**src/rtl/mux_rr_arbiter.sv**
```systemverilog
// mux_rr_arbiter: round-robin arbiter driving the 4-to-1 mux select with a capped grant hold time
module mux_rr_arbiter #(
    parameter int MAX_HOLD = 4
) (
    input  logic       clk,
    input  logic       rst,
    input  logic [3:0] req,
    output logic [3:0] grant,
    output logic       s1,
    output logic       s0,
    output logic       busy
);
    typedef enum logic {IDLE, GRANT} state_t;
    state_t     state;
    logic [1:0] ptr;
    logic [3:0] cnt;
    logic [1:0] owner;
    logic [1:0] base;
    logic [1:0] win;
    logic       hold;
    logic       found;
    // On release the search starts just past the owner, so the owner ranks last
    always_comb begin
        owner = {s1, s0};
        hold  = state == GRANT && req[owner] && cnt < 4'(MAX_HOLD - 1);
        base  = state == GRANT ? owner + 2'd1 : ptr;
        win   = base;
        found = 1'b0;
        for (int i = 0; i < 4; i++) begin
            if (!found && req[base + 2'(i)]) begin
                win   = base + 2'(i);
                found = 1'b1;
            end
        end
    end
    always_ff @(posedge clk) begin
        if (rst) begin
            state <= IDLE;
            ptr   <= 2'd0;
            cnt   <= 4'd0;
            grant <= 4'b0000;
            s1    <= 1'b0;
            s0    <= 1'b0;
            busy  <= 1'b0;
        end else if (hold) begin
            cnt <= cnt + 4'd1;
        end else begin
            if (state == GRANT) ptr <= owner + 2'd1;
            cnt <= 4'd0;
            if (|req) begin
                state    <= GRANT;
                grant    <= 4'b0001 << win;
                {s1, s0} <= win;
                busy     <= 1'b1;
            end else begin
                state <= IDLE;
                grant <= 4'b0000;
                busy  <= 1'b0;
            end
        end
    end
endmodule
```
**config.mk**
```make
export PLATFORM = sky130hd
export DESIGN_NAME = mux_rr_arbiter
export DESIGN_NICKNAME = d
export VERILOG_FILES = /design/src/rtl/mux_rr_arbiter.sv
export SDC_FILE = /design/constraint.sdc
export NUM_CORES = 1
export LEC_CHECK = 0
export CORE_UTILIZATION = 40
export CTS_CLUSTER_DIAMETER = 150
export CTS_CLUSTER_SIZE = 24
export DETAILED_ROUTE_END_ITERATION = 6
export GPL_TIMING_DRIVEN = 0
export PLACE_DENSITY_LB_ADDON = 0.25
export SETUP_SLACK_MARGIN = 0.2
export SYNTH_ARGS = -nofsm -noshare
export SYNTH_HDL_FRONTEND = slang
export SYNTH_SLANG_ARGS = --single-unit
```
**constraint.sdc**
```tcl
create_clock -name clk -period 1.6 [get_ports clk]
set_clock_uncertainty 0.1 [all_clocks]
set_input_delay 0.32 -clock clk [delete_from_list [all_inputs] [get_ports clk]]
set_output_delay 0.32 -clock clk [all_outputs]
set_load 0.05 [all_outputs]
```
==> impl_metrics.yaml <==
setup_path:
  path_cells: "buf_6, o311a_1, or4_4, a32o_1"
  reg2reg_depth: 4
  startpoint_type: "flip-flop"
  critPathKind: "reg -> reg"
  max_stage_delay_ps: 460
  worstSetupEndpointType: "flip-flop"
  arrival_ps: 1830
  endpoint: "grant[3]"
  crit_required_ps: 1670
  startpoint: "state"
  r2r_end: "grant[3]"
  worstReg2RegStart: "state"
  slowest_stage: "or4_4"
  r2r_slack_ps: -160
  cp_max_fo: 6
global_route:
  use_met3_pct: 1.702
  antenna_found_initial: 0
  grt_pass1_wl_um: 2497
  gr-total-overflow: 0
  grt_pass1_vias: 578
  grt_usage_pct: 18.28
  grt.met1_usage_pct: 22.49
  grtUsageMet2_pct: 29.09
  grt.busiest_layer: "met2"
  grt_max_degree: 11
yosys:
  synthMostInstantiatedCell: "dfxtp_1"
  avgSynthCellArea_um2: 9.367
  ys_seq_area_share_pct: 38.59
  synth_area_leaders: "dfxtp_1 39%, nor2_1 4.5%, mux4_1 3.9%"
  yosysTopAreaCell: "dfxtp_1"
  async_flop_share_pct: 0
  synth-seq-cells: 13
  syn_inst: 72
  synth-edff-count: 0
  synth_area_um2: 674.4
  synth_top_area_share_pct: 38.59
  ys.flop_type: "dfxtp_1"
  ys_warn_count: 0
  ys_top_cells_by_count: "13 x dfxtp_1, 8 x nor2_1, 6 x nand2_1, 4 x inv_1, 3 x a21oi_1"
  synth_cell_types: 38
power_and_ir_drop:
  p_sw_mw: 0.3194
  p_seq_share_pct: 42.8
  p_per_area_mw_per_mm2: 940.0
  swShare_pct: 35.00
  p_total_mw: 0.9126
  p_clk_share_pct: 21.7
  combPwrFrac_pct: 35.5
  cellLeakagePower_nw: 0.4012
  irDropWorstVdd_mv: 0.7451
  power.internal_mw: 0.5932
clock_tree:
  clk_path_buf_depth: 2
  clkSinkCount: 13
  clk_pin_slew_worst_paths_ps: 80
  cts_root_buf: "clkbuf_4"
  postCtsHoldBufs: 0
  h-tree-depth: 1
  cts_tree: "done"
  clock_latency_ps: 270
  cts_buffers: 3
sta:
  setup_viol: 7
  final.setup.worst_slack_ps: -164.0
  fin_crit_ps: 1764
  setup_tns_ps: -704.7
  finalHoldViolCount: 0
  slew_headroom_pct: 60.33
  maxSlewViolCount: 0
  post-route-period-util_pct: 110.3
  rsz0062_at_grt: "true"
  max_freq_mhz: 566.9
  tightest_slew_ps: 595.1
route:
  vias_per_cell: 5.589
  drcViolationCount: 0
  dr.first_iter.drc_count: 9
  first_pass_iters: 4
  vias: 626
  totalWireLength_um: 1487
  detail_route.wl_per_cell_um: 13.28
  ant_nets: 0
placement:
  placed_cell_area_um2: 833.3
  dp_hpwl_um: 943.4
  portBuffers: 11
  gp_congestion: 0.8717
  dpl_worst_slack_ps: -666.3
finish:
  design_area_um2: 970.9
  nNetsFinal: 104
  drive_above_1_share_pct: 41.67
  fillers: 139
  fin_util_pct: 62.99
  diodes: 0
  syn_to_final_growth_pct: 43.97
die:
  die_h_um: 43.06
  die_x_um: 43.06
  dieArea_mm2: 0.001854
  fp.coreArea_mm2: 0.001541
  row_count: 14
  start_util_pct: 43.75
  ios: 13
flow_run:
  max-cap-violations: 0
hold_path:
  hold_class: "reg -> reg"
  worstHoldPathCells: 1
status:
  status: "finished, violations left"
  violations: "setup timing"
[cell families after synthesis]
family	synth area share, %
flops	38.59
simple gates	23.75
mux	6.865
compound gates	22.08
buf+inv	3.895
other cells	0.5561
fa+ha+maj	1.855
xor+xnor	2.413
[worst min-delay path by stage]
| stage | from | to | slack (ps) |
|---|---|---|---|
| floorplan | cnt[0] | cnt[0] | 310 |
| global placement | cnt[0] | cnt[0] | 310 |
| detailed placement | cnt[0] | cnt[0] | 320 |
| CTS | cnt[0] | cnt[0] | 330 |
| global route | cnt[0] | cnt[0] | 360 |
| finish | cnt[0] | cnt[0] | 330 |
[routing by layer]
metal / up-vias / routed length, um
met3: 10 / 61
met4: 0 / 72
met2: 22 / 701
li1: 312 / -
met1: 282 / 652
met5: - / 0
[cell usage in the layout (no fill, tap or decap), drive strengths merged]
cell type	netlist	layout
nor4	1	1
o211ai	2	2
a221oi	1	1
o311a	1	1
o41ai	1	1
mux2i	2	2
nand3	1	1
nor4b	1	1
a22o	2	2
or2b	1	1
conb	1	2
inv	4	4
clkbuf	1	6
nor2	8	8
a21oi	3	3
nand3b	1	1
a211oi	1	1
a32o	1	1
nor2b	2	2
dlygate4sd2	0	5
a21o	1	1
dfxtp	13	13
or3b	1	1
buf	1	14
xnor2	1	1
o2bb2ai	1	1
a31oi	1	1
o21ai	1	1
or2	1	1
or4	1	1
mux4	1	1
a21boi	1	1
nand2b	2	2
a311oi	1	1
nor3	2	2
ha	1	1
and2	1	1
nand2	6	6
[worst max-delay path: cells and delay by family (launching register included)]
family | cells | cell delay (ps)
AND/OR/NAND/NOR | 1 | 460
flip-flops | 1 | 370
AO/OA/AOI/OAI | 2 | 600
buffers and inverters | 1 | 130
[layout make-up]
cell class | instances | area [um2] | share of cell area [%]
Multi-Input combinational cell | 54 | 470.5 | 48.45
Sequential cell | 13 | 272.8 | 28.09
Timing Repair Buffer | 19 | 151.4 | 15.59
Clock buffer | 4 | 26.28 | 2.706
Tap cell | 16 | 20.02 | 2.062
Buffer | 2 | 15.01 | 1.546
Inverter | 4 | 15.01 | 1.546
[power by group through the flow]
stage | Combinational (mW) | Clock, mW | Sequential [mW]
after floorplan | 0.132 | 0 | 0.455
after detailed placement | 0.275 | 0 | 0.391
after CTS | 0.300 | 0.204 | 0.384
after global routing | 0.347 | 0.218 | 0.395
after global placement | 0.276 | 0 | 0.390
final | 0.324 | 0.198 | 0.391
[metrics by stage]
stage | instances | hold WS, ps
floorplan | 73 | 306.8
global route | 112 | 360.8
finish | 112 | 331.0
CTS | 110 | 329.7
detailed placement | 100 | 323.5
global placement | 100 | 314.7
[sequential cells by signal, summed over array words and instances (netlist names)]
name / cells
s1: 1
ptr: 2
state: 1
grant: 4
cnt: 4
s0: 1
[repair_timing]
| item | in CTS | in global routing |
|---|---|---|
| setup buffers | 5 | 2 |
| gates resized for setup | 42 | 13 |
| pin swaps | 5 | 8 |
| endpoints found under the setup margin | 17 | 14 |
| cloned | 1 | 0 |
No activity file was read; power rests on OpenSTA's default activity.
